### config.mk
export PLATFORM = sky130hd
export DESIGN_NAME = fetch_pc_gen_flat
export DESIGN_NICKNAME = d
export VERILOG_FILES = /design/src/rtl/fetch_pc_gen_if.sv /design/src/rtl/fetch_pc_gen.sv /design/src/flat_wrapper.sv
export SDC_FILE = /design/constraint.sdc
export NUM_CORES = 1
export LEC_CHECK = 0
export BUFFER_PORTS_ARGS = -buffer_cell sky130_fd_sc_hd__buf_2
export CAP_MARGIN = 30
export CORE_MARGIN = 8
export CORE_UTILIZATION = 40
export CTS_CLUSTER_DIAMETER = 50
export DETAILED_ROUTE_END_ITERATION = 12
export PLACE_DENSITY = 0.71
export SLEW_MARGIN = 0
export SYNTH_ARGS = -nofsm -noshare
export SYNTH_HDL_FRONTEND = slang
export SYNTH_SLANG_ARGS = --single-unit
export TNS_END_PERCENT = 30
### constraint.sdc
create_clock -name clk -period 4.2 [get_ports clk]
set_input_delay 0.63 -clock clk [delete_from_list [all_inputs] [get_ports clk]]
set_output_delay 0.63 -clock clk [all_outputs]
set_load 0.02 [all_outputs]
### src/rtl/fetch_pc_gen_if.sv
// Fetch-side bundle: redirect inputs, icache addr_ok/data_ok handshake and
// the single-instruction handoff to decode.
interface fetch_pc_gen_if #(
    parameter int GRLEN = 32
);
    logic             bru_redirect;
    logic [GRLEN-1:0] bru_target;
    logic             exc_redirect;
    logic [GRLEN-1:0] exc_target;
    logic             fetch_stall;
    logic             ic_req;
    logic [GRLEN-1:0] ic_addr;
    logic             ic_addr_ok;
    logic             ic_data_ok;
    logic [31:0]      ic_rdata;
    logic             fe_valid;
    logic [GRLEN-1:0] fe_pc;
    logic [31:0]      fe_inst;

    modport slave (
        input  bru_redirect, bru_target, exc_redirect, exc_target, fetch_stall,
               ic_addr_ok, ic_data_ok, ic_rdata,
        output ic_req, ic_addr, fe_valid, fe_pc, fe_inst
    );

    modport master (
        output bru_redirect, bru_target, exc_redirect, exc_target, fetch_stall,
               ic_addr_ok, ic_data_ok, ic_rdata,
        input  ic_req, ic_addr, fe_valid, fe_pc, fe_inst
    );
endinterface

### src/rtl/fetch_pc_gen.sv
// Fetch PC generator: one outstanding icache request at a time, wrong-path
// returns dropped after a redirect, one instruction held for decode.
module fetch_pc_gen #(
    parameter int               GRLEN    = 32,
    parameter logic [GRLEN-1:0] RESET_PC = 32'h1c000000
) (
    input logic             clk,
    input logic             resetn,
    fetch_pc_gen_if.slave   fe_if
);

    typedef enum logic [1:0] {
        S_IDLE,
        S_REQ,
        S_WAIT,
        S_HOLD
    } state_e;

    state_e           state_q, state_d;
    logic [GRLEN-1:0] pc_q, pc_d;
    logic             discard_q, discard_d;
    logic [31:0]      inst_q, inst_d;

    logic             redir;
    logic [GRLEN-1:0] redir_target;

    // Exception redirect has priority over the branch unit; targets are word aligned.
    assign redir        = fe_if.exc_redirect | fe_if.bru_redirect;
    assign redir_target = (fe_if.exc_redirect ? fe_if.exc_target : fe_if.bru_target)
                          & ~GRLEN'(3);

    assign fe_if.ic_req   = (state_q == S_REQ);
    assign fe_if.ic_addr  = pc_q;
    assign fe_if.fe_valid = (state_q == S_HOLD) & ~redir;
    assign fe_if.fe_pc    = pc_q;
    assign fe_if.fe_inst  = inst_q;

    always_ff @(posedge clk or negedge resetn) begin
        if (!resetn) begin
            state_q   <= S_IDLE;
            pc_q      <= RESET_PC;
            discard_q <= 1'b0;
            inst_q    <= 32'h0;
        end else begin
            state_q   <= state_d;
            pc_q      <= pc_d;
            discard_q <= discard_d;
            inst_q    <= inst_d;
        end
    end

    always_comb begin
        state_d   = state_q;
        pc_d      = pc_q;
        discard_d = discard_q;
        inst_d    = inst_q;

        case (state_q)
            S_IDLE: begin
                state_d = S_REQ;
                if (redir) pc_d = redir_target;
            end

            S_REQ: begin
                if (fe_if.ic_addr_ok) begin
                    state_d = S_WAIT;
                    if (redir) discard_d = 1'b1;
                end
                if (redir) pc_d = redir_target;
            end

            // A return that belongs to a redirected-away path is dropped and refetched.
            S_WAIT: begin
                if (fe_if.ic_data_ok) begin
                    if (discard_q | redir) begin
                        discard_d = 1'b0;
                        state_d   = S_REQ;
                    end else begin
                        inst_d  = fe_if.ic_rdata;
                        state_d = S_HOLD;
                    end
                    if (redir) pc_d = redir_target;
                end else if (redir) begin
                    pc_d      = redir_target;
                    discard_d = 1'b1;
                end
            end

            S_HOLD: begin
                if (redir) begin
                    pc_d    = redir_target;
                    state_d = S_REQ;
                end else if (!fe_if.fetch_stall) begin
                    pc_d    = pc_q + GRLEN'(4);
                    state_d = S_REQ;
                end
            end

            default: state_d = S_IDLE;
        endcase
    end

endmodule
### src/flat_wrapper.sv
// flat-port wrapper written by rule: the top's interface ports become plain ports
module fetch_pc_gen_flat 
#(
    parameter int               GRLEN    = 32,
    parameter logic [GRLEN-1:0] RESET_PC = 32'h1c000000
)
  (clk, resetn, fe_if_bru_redirect, fe_if_bru_target, fe_if_exc_redirect, fe_if_exc_target, fe_if_fetch_stall, fe_if_ic_addr_ok, fe_if_ic_data_ok, fe_if_ic_rdata, fe_if_ic_req, fe_if_ic_addr, fe_if_fe_valid, fe_if_fe_pc, fe_if_fe_inst);
  fetch_pc_gen_if #(.GRLEN(GRLEN)) fe_if_i ();
  input logic clk;
  input logic resetn;
  input wire logic [$bits(fe_if_i.bru_redirect)-1:0] fe_if_bru_redirect;
  input wire logic [$bits(fe_if_i.bru_target)-1:0] fe_if_bru_target;
  input wire logic [$bits(fe_if_i.exc_redirect)-1:0] fe_if_exc_redirect;
  input wire logic [$bits(fe_if_i.exc_target)-1:0] fe_if_exc_target;
  input wire logic [$bits(fe_if_i.fetch_stall)-1:0] fe_if_fetch_stall;
  input wire logic [$bits(fe_if_i.ic_addr_ok)-1:0] fe_if_ic_addr_ok;
  input wire logic [$bits(fe_if_i.ic_data_ok)-1:0] fe_if_ic_data_ok;
  input wire logic [$bits(fe_if_i.ic_rdata)-1:0] fe_if_ic_rdata;
  output wire logic [$bits(fe_if_i.ic_req)-1:0] fe_if_ic_req;
  output wire logic [$bits(fe_if_i.ic_addr)-1:0] fe_if_ic_addr;
  output wire logic [$bits(fe_if_i.fe_valid)-1:0] fe_if_fe_valid;
  output wire logic [$bits(fe_if_i.fe_pc)-1:0] fe_if_fe_pc;
  output wire logic [$bits(fe_if_i.fe_inst)-1:0] fe_if_fe_inst;
  assign fe_if_i.bru_redirect = fe_if_bru_redirect;
  assign fe_if_i.bru_target = fe_if_bru_target;
  assign fe_if_i.exc_redirect = fe_if_exc_redirect;
  assign fe_if_i.exc_target = fe_if_exc_target;
  assign fe_if_i.fetch_stall = fe_if_fetch_stall;
  assign fe_if_i.ic_addr_ok = fe_if_ic_addr_ok;
  assign fe_if_i.ic_data_ok = fe_if_ic_data_ok;
  assign fe_if_i.ic_rdata = fe_if_ic_rdata;
  assign fe_if_ic_req = fe_if_i.ic_req;
  assign fe_if_ic_addr = fe_if_i.ic_addr;
  assign fe_if_fe_valid = fe_if_i.fe_valid;
  assign fe_if_fe_pc = fe_if_i.fe_pc;
  assign fe_if_fe_inst = fe_if_i.fe_inst;
  fetch_pc_gen #(.GRLEN(GRLEN), .RESET_PC(RESET_PC)) u_core (.clk(clk), .resetn(resetn), .fe_if(fe_if_i));
endmodule
==> results of run 1 <==
[worst register-to-register path: stages (launching register included)]
cell,delay [ns]
dfrtp_1,0.43
ha_1,0.24
a21boi_1,0.23
nand2b_1,0.62
buf_4,0.34
nor2_1,0.06
a2111oi_0,0.37
[state kept, by name (all words and copies together) (netlist names)]
signal,count
u_core.discard_q,1
u_core.fe_if.fe_inst,32
u_core.fe_if.fe_pc,30
u_core.state_q,2
[worst max-delay path by stage]
stage          cells past startpoint                                 end  slack [ns]                from
4_1_cts                            4                      fe_if_fe_valid        1.32  fe_if_exc_redirect
2_1_floorplan                      5                      fe_if_fe_valid        1.93  fe_if_bru_redirect
3_3_place_gp                       6  u_core.fe_if.fe_pc[26]$_DFFE_PN1P_        1.16  fe_if_exc_redirect
6_report                           5                      fe_if_fe_valid        1.40  fe_if_exc_redirect
3_5_place_dp                       6  u_core.fe_if.fe_pc[26]$_DFFE_PN1P_        1.08  fe_if_exc_redirect
5_1_grt                            5                      fe_if_fe_valid        1.33  fe_if_exc_redirect
[synthesized netlist by cell type (2+ instances only)]
cell | instances | area share (%)
nor4_4 | 2 | 1.0
nand2_1 | 26 | 2.4
a211oi_1 | 9 | 1.7
dfstp_2 | 3 | 1.9
nor4_1 | 13 | 2.0
buf_4 | 34 | 6.3
and2_1 | 4 | 0.61
ha_1 | 5 | 1.5
a221oi_1 | 2 | 0.43
a2111oi_0 | 4 | 0.86
or4_1 | 4 | 0.74
and4_1 | 3 | 0.65
mux2i_1 | 32 | 7.9
a21oi_1 | 16 | 2.0
o21ai_0 | 3 | 0.37
o22ai_1 | 4 | 0.61
a31oi_1 | 4 | 0.61
o22a_1 | 8 | 1.7
or3_1 | 2 | 0.31
nor3_1 | 11 | 1.4
inv_1 | 6 | 0.55
mux2_1 | 31 | 8.6
mux2_2 | 5 | 1.4
and3_1 | 7 | 1.1
nor2b_1 | 9 | 1.4
nand4_4 | 2 | 1.0
dfrtp_1 | 62 | 38
nand4_1 | 6 | 0.92
clkbuf_1 | 14 | 1.3
nor2_1 | 21 | 1.9
nand3_1 | 7 | 0.86
o21ai_1 | 5 | 0.61
buf_2 | 11 | 1.4
a311oi_1 | 13 | 2.8
[layer usage]
layer	vias to the layer above	track usage, %	wire length [um]
met2	130	30.6	6490
li1	1785	-	-
met1	1850	20.2	5040
met4	0	7.59	135
met3	11	2.98	754
met5	-	0	0
[area by class of cell]
cell class / count / area share [%]
multi-input combinational: 275 / 40.1
sequential: 65 / 31.6
timing repair buffer: 200 / 20.3
tap: 136 / 3.30
clock buffer: 10 / 2.47
clock inverter: 6 / 1.77
inverter: 7 / 0.509
[power by group through the flow]
stage          registers (mW)  logic, mW  clock network, mW
2_1_floorplan            1.06      0.530                  0
3_3_place_gp            0.927      0.913                  0
3_5_place_dp            0.942      0.932                  0
4_1_cts                 0.930      0.935              0.618
5_1_grt                 0.956      0.995              0.638
6_report                0.932      0.923              0.599
[kinds of logic after synthesis]
family / share of synthesized area (%)
AND/OR/NAND/NOR: 17.0
AO/OA/AOI/OAI: 13.9
multiplexers: 17.8
buffers and inverters: 9.64
flip-flops: 40.0
adder cells (fa/ha/maj): 1.54
other: 0.0920
==> results by group, run 1 <==
Worst setup path
  – R2R cell count: 6
  – Crit end category: output pin
  – WP data arrival: 2.17 ns
  – Critical path's most frequent cell: buf_2
  – Critical path class: primary input to output pin
  – Top delay family on crit path: buffers and inverters
  – R2R Setup Slk: 1.80 ns
  – Startpoint Class: primary input
  – RR Endpoint: u_core.fe_if.fe_pc[26]$_DFFE_PN1P_
  – Critical Path RT: 3.57 ns
  – Worst-path cell chain: buf_2 > buf_12 > or3b_1 > inv_2 > buf_2
  – Critical Path Max Stage Delay: 0.39 ns
  – Critical path fanouts, max: 27
  – CP max stage cell: or3b_1
  – R2R Path Start: u_core.state_q[0]$_DFFE_PN0P_
  – CP Buf/Inv Count: 4

Power
  – Switching pwr: 1.01 mW
  – Leak Pwr: 2.67 nW
  – Logic gate share of total power: 37.6%
  – Flop pwr share: 38.0%
  – PwrDens: 476 nW/um2
  – Clk pwr share: 24.4%
  – Peak VDD IR: 0.183 mV
  – Net Sw Frac: 41.1%
  – Power, Total: 2.45 mW
  – Cell-internal power: 1.45 mW

Global route
  – Tot GR Track Use: 17.3%
  – Antenna violations before repair: 0
  – Largest net degree at the start of global routing: 43
  – GRT overflow: 0
  – Number of global-route vias before repair: 3,933
  – First-pass GRT wire length: 18,800 um

Cells and area
  – Area grow syn2layout: 26.7%
  – Fillers: 953
  – Commonest non-fill, non-tap cell in the layout: buf_2
  – Most frequent cells in the layout: buf_2 (192), dfrtp_1 (62), mux2i_1 (32)
  – Ant diodes: 0
  – Layout cells sized above 1: 41.2%
  – Multi-input gate area: 2070 um2
  – Seq. cell area: 1630 um2
  – Nets: 666
  – Cell area after layout: 5160 um2
  – Utilization after layout: 51.1%
  – Post-Layout Cell Count: 699

Logic synthesis
  – FFs w/ async S/R, synth: 100%
  – Syn_area_per_cell: 10.1 um2
  – Syn Inst Count: 404
  – Post-Synthesis Cell Area: 4070 um2
  – #FFs+latches synth: 65
  – Main flop type after synthesis: dfrtp_1
  – EDFF count, synth: 0
  – Synthesis Warnings: 0
  – Post-synth cell types: 50
  – Part of the Yosys area used for sequential elements: 40.0%

Placement
  – Placed cells: 682
  – Post-detail-place hpwl: 9340 um
  – I/O Buffers: 192
  – Routability cong.: 0.840
  – Setup WS pre-CTS: 1.08 ns
  – Dpl cell area: 4920 um2

Clocking
  – Post_cts resized: 0
  – Clk root buf: clkbuf_8
  – Worst skew pair latency: 0.34 ns
  – H-tree depth: 3
  – Postcts setup bufs: 0
  – Post-CTS Hold Buffers: 0
  – CTS buffer count: 9
  – Clock-pin slew on the worst setup and hold paths: 0.08 ns
  – CTS tree: done
  – Clk buf depth: 2
  – Sink Count: 65

Routing
  – DRT Wirelength: 12,400 um
  – Via count: 3,776
  – Vias per inst: 5.40
  – Routed Antenna Nets: 0
  – # DRC: 0
  – WL/cell: 17.8 um
  – Pre-Repair DR Iteration Count: 5
  – 1st-iter DRT viols: 162

Floorplan
  – Die Span Y: 117 um
  – Starting Density: 40.4%
  – Die width: 117 um
  – Total die area: 13,700 um2
  – I/O pins: 201
  – Total core area: 10,100 um2
  – Row Count: 37

Timing
  – F_max: 357 MHz
  – Clock skew: 0.0111 ns
  – Final setup violation count: 0
  – Fin. Hold Viols: 0
  – RSZ-0062 raised after global routing: no
  – Final hold slack: 0.251 ns
  – Slew Viols, Final: 0
  – Total negative slack: 0 ns
  – Ratio of final minimum period to clock period: 66.6%
  – Worst-margin pin slew: 1.01 ns
  – Slew Limit Headroom: 32.0%
  – Fin worst setup slack: 1.40 ns
  – Crit path time final: 2.80 ns

Run status
  – Status: completed

Job
  – Max-Cap Viols: 0

Min path
  – Hold crit path type: primary input to asynchronous set/reset pin
No activity file was read; power rests on OpenSTA's default activity.
==> inputs of run 2 (changes only) <==
--- a/config.mk
+++ b/config.mk
@@ -5,13 +5,14 @@
 export SDC_FILE = /design/constraint.sdc
 export NUM_CORES = 1
 export LEC_CHECK = 0
+export ABC_AREA = 1
 export BUFFER_PORTS_ARGS = -buffer_cell sky130_fd_sc_hd__buf_2
 export CAP_MARGIN = 30
 export CORE_MARGIN = 8
 export CORE_UTILIZATION = 40
 export CTS_CLUSTER_DIAMETER = 50
 export DETAILED_ROUTE_END_ITERATION = 12
-export PLACE_DENSITY = 0.71
+export PLACE_DENSITY = 0.73
 export SLEW_MARGIN = 0
 export SYNTH_ARGS = -nofsm -noshare
 export SYNTH_HDL_FRONTEND = slang
==> constraint.sdc (replaced) <==
create_clock -name clk -period 2.5 [get_ports clk]
set_input_delay 0.375 -clock clk [delete_from_list [all_inputs] [get_ports clk]]
set_output_delay 0.375 -clock clk [all_outputs]
set_load 0.02 [all_outputs]
==> run 2 against run 1 <==
Net effect:
- global-route usage up 1.8 points
- utilization up 0.39 points
- clock-buffer cell count unchanged
- worst hold slack worse by 0.22 ns
- cell area up 2.6%
- critical path depth up 1
- register-to-register slack worse by 1.2 ns
- worst setup slack worse by 0.84 ns
- sequential power up 75%
- critical path type is now register to register
- highest routed layer unchanged
==> results by group, run 2 <==
Run status
  – Status: completed

Worst setup path
  – Critical Path Max Stage Delay: 0.50 ns (+0.11 ns)
  – Crit end category: register
  – Startpoint Class: register
  – Worst-path cell chain: inv_1 > ha_1 > inv_1 > nor2_2 > nand2_2 > mux2_1
  – CP max stage cell: mux2_1
  – WP data arrival: 2.16 ns (about the same)
  – Critical Path RT: 2.72 ns (-0.85 ns)
  – Critical path's most frequent cell: inv_1
  – Critical path class: register to register
  – Critical path fanouts, max: 33 (+22%)

Timing
  – Ratio of final minimum period to clock period: 77.7%
  – Slew Limit Headroom: 50.2% (+18 points)
  – Crit path time final: 1.94 ns
  – Worst-margin pin slew: 0.745 ns (-0.270 ns)
  – Slew Viols, Final: 0 (unchanged)
  – F_max: 515 MHz
  – Fin worst setup slack: 0.558 ns (-0.843 ns)
  – Final setup violation count: 0 (unchanged)
  – Fin. Hold Viols: 0 (unchanged)
  – Total negative slack: 0 ns (unchanged)
  – Clock skew: 0.00892 ns (-0.00216 ns)
  – RSZ-0062 raised after global routing: no

Power
  – Switching pwr: 1.81 mW (+79%)
  – PwrDens: 812 nW/um2 (+71%)
  – Net Sw Frac: 42.1% (+0.99 points)
  – Peak VDD IR: 0.514 mV (+180%)
  – Flop pwr share: 37.9% (about the same)
  – Cell-internal power: 2.49 mW (+72%)
  – Logic gate share of total power: 39.3% (+1.7 points)
  – Leak Pwr: 2.89 nW (+8.3%)
  – Clk pwr share: 22.7% (-1.7 points)

Clocking
  – CTS buffer count: 9 (unchanged)
  – H-tree depth: 3 (unchanged)
  – Clk buf depth: 2 (unchanged)
  – Postcts setup bufs: 0 (unchanged)
  – CTS tree: done
  – Worst skew pair latency: 0.34 ns (about the same)
  – Clock-pin slew on the worst setup and hold paths: 0.08 ns (about the same)
  – Post-CTS Hold Buffers: 0 (unchanged)
  – Clk root buf: clkbuf_8
  – Post_cts resized: 0 (unchanged)
  – Sink Count: 65 (unchanged)

Logic synthesis
  – Synth area leaders: dfrtp_1 (37%), nand2_1 (17%), mux2_1 (7.7%)
  – Post-Synthesis Cell Area: 4230 um2 (+3.7%)
  – Part of the Yosys area used for sequential elements: 38.6% (-1.4 points)
  – Synthesis Warnings: 0 (unchanged)
  – Syn Inst Count: 579 (+43%)
  – Cell taking the most area after synthesis: dfrtp_1
  – Post-synth top area share: 36.7% (-1.4 points)
  – Most numerous cell in the Yosys netlist: nand2_1
  – Syn_area_per_cell: 7.30 um2 (-28%)
  – Most frequent cells after synthesis: nand2_1 (187), dfrtp_1 (62), nand3_1 (54)
  – Main flop type after synthesis: dfrtp_1
  – Post-synth cell types: 27 (-46%)
  – #FFs+latches synth: 65 (unchanged)
  – FFs w/ async S/R, synth: 100% (unchanged)
  – EDFF count, synth: 0 (unchanged)

Cells and area
  – Nets: 847 (+27%)
  – Area grow syn2layout: 25.3%
  – Ant diodes: 0 (unchanged)
  – Layout cells sized above 1: 31.3% (-9.9 points)
  – Most frequent cells in the layout: buf_2 (192), nand2_1 (187), dfrtp_1 (62)
  – Post-Layout Cell Count: 880 (+26%)
  – Commonest non-fill, non-tap cell in the layout: buf_2
  – Max reg flops: 32 (unchanged)

Global route
  – First-pass GRT wire length: 22,200 um (+18%)
  – Global Route met3 Usage: 8.47% (+5.5 points)
  – Antenna violations before repair: 0 (unchanged)
  – GRT overflow: 0 (unchanged)
  – Number of global-route vias before repair: 4,478 (+14%)
  – Top Usage Layer GRT: met2
  – Largest net degree at the start of global routing: 66 (+53%)
  – GRT met1 Usage: 21.4% (+1.2 points)
  – Tot GR Track Use: 19.1% (+1.8 points)
  – Met2 Use GR: 32.4% (+1.7 points)

Placement
  – I/O Buffers: 192 (unchanged)
  – Placed cells: 864 (+27%)
  – Setup WS pre-CTS: 0.445 ns (-0.636 ns)
  – Routability cong.: 0.871 (+3.7%)
  – Post-detail-place hpwl: 10,500 um (+13%)

Floorplan
  – I/O pins: 201 (unchanged)
  – Starting Density: 41.1% (+0.76 points)
  – Die Span Y: 119 um (+1.6%)
  – Row Count: 37 (unchanged)
  – Die width: 119 um (+1.6%)
  – Total core area: 10,300 um2 (+1.8%)
  – Total die area: 14,100 um2 (+3.2%)

Min path
  – Hold crit path type: primary input to asynchronous set/reset pin

Routing
  – # DRC: 0 (unchanged)
  – Via count: 4,285 (+13%)
  – 1st-iter DRT viols: 220 (+36%)
  – WL/cell: 15.5 um (-13%)
  – Pre-Repair DR Iteration Count: 4 (-1)
  – Vias per inst: 4.87 (-9.9%)
  – Routed Antenna Nets: 0 (unchanged)
  – DRT Wirelength: 13,600 um (+9.6%)

Job
  – Max-Cap Viols: 0 (unchanged)
## run 2: changes by cell type after synthesis, moves of 8 or more
cell	before	now
o21ai_0	3	24
a211oi_1	9	0
a21oi_1	16	33
nor4_1	13	0
o22a_1	8	0
nor2_1	21	51
inv_1	6	42
nand3_1	7	54
mux2i_1	32	0
nand2_1	26	187
nor3_1	11	0
nor2b_1	9	0
a311oi_1	13	0
## run 2: cell families (layout without fill, tap and decap cells)
family	after synthesis	count (layout)	share of synthesized area, %
AOI/OAI and AO/OA	63	63	7.73
xor gates and xnor gates	3	3	0.622
adders and majority gates	5	5	1.48
buffers and inverters	99	261	12.5
DFF	65	65	38.6
muxes	32	32	8.53
other	1	4	0.0887
and+or+nand+nor	311	311	30.5
## run 2: area by class of cell
class,instances,area [um2]
fillers,1011,4980
multi-input cells,418,2080
clock inverters,6,82.6
inverters,44,165
clock buffers,10,128
well taps,136,170
repair buffers,201,1040
flip-flops and latches,65,1630
## run 2: worst max-delay path: cells and delay by family (launching register included)
kind                       cells  cell delay, ns
muxes                          1            0.50
adders and majority gates      1            0.16
DFF                            1            0.42
and+or+nand+nor                2            0.58
buffers and inverters          2            0.15
## run 2: power groups by stage
stage / Clock, mW / Sequential (mW) / Combinational [mW]
final: 0.978 / 1.63 / 1.69
after global routing: 1.05 / 1.68 / 1.86
after CTS: 1.00 / 1.63 / 1.72
after detailed placement: 0 / 1.65 / 1.71
after global placement: 0 / 1.63 / 1.68
after floorplan: 0 / 1.90 / 0.886
## run 2: per-stage QoR
| stage | hold WS, ns | util [%] | power, mW | instance area (um2) |
|---|---|---|---|---|
| final | 0.0275 | 51.5 | 4.30 | 5300 |
| after global routing | 0.0573 | 51.5 | 4.58 | 5300 |
| after CTS | 0.0349 | 51.5 | 4.36 | 5300 |
| after detailed placement | 0.420 | 49.5 | 3.36 | 5090 |
| after global placement | 0.416 | 49.5 | 3.31 | 5090 |
| after floorplan | 0.0794 | - | 2.79 | 4240 |
## run 2: routing by layer
| metal | routed length [um] | vias to the layer above | share of wire [%] |
|---|---|---|---|
| li1 | - | 2149 | - |
| met1 | 5550 | 1945 | 41 |
| met2 | 6390 | 183 | 47 |
| met3 | 1570 | 8 | 11 |
| met4 | 111 | 0 | 0.82 |
| met5 | 0 | - | 0 |
## run 2: path summary, 6_finish.rpt
check	startpoint	end	slack, ns	depth (start not counted)
max in group asynchronous	resetn	u_core.fe_if.fe_pc[28]$_DFFE_PN1P_	2.14	2
worst max register to register	u_core.state_q[0]$_DFFE_PN0P_	u_core.fe_if.fe_inst[28]$_DFFE_PN0P_	0.56	6
worst max-delay path	u_core.state_q[0]$_DFFE_PN0P_	u_core.fe_if.fe_inst[28]$_DFFE_PN0P_	0.56	6
worst min register to register	u_core.fe_if.fe_inst[25]$_DFFE_PN0P_	u_core.fe_if.fe_inst[25]$_DFFE_PN0P_	0.49	1
min in group clk	fe_if_ic_rdata[30]	u_core.fe_if.fe_inst[30]$_DFFE_PN0P_	0.24	2
worst min-delay path	resetn	u_core.fe_if.fe_inst[11]$_DFFE_PN0P_	0.03	2
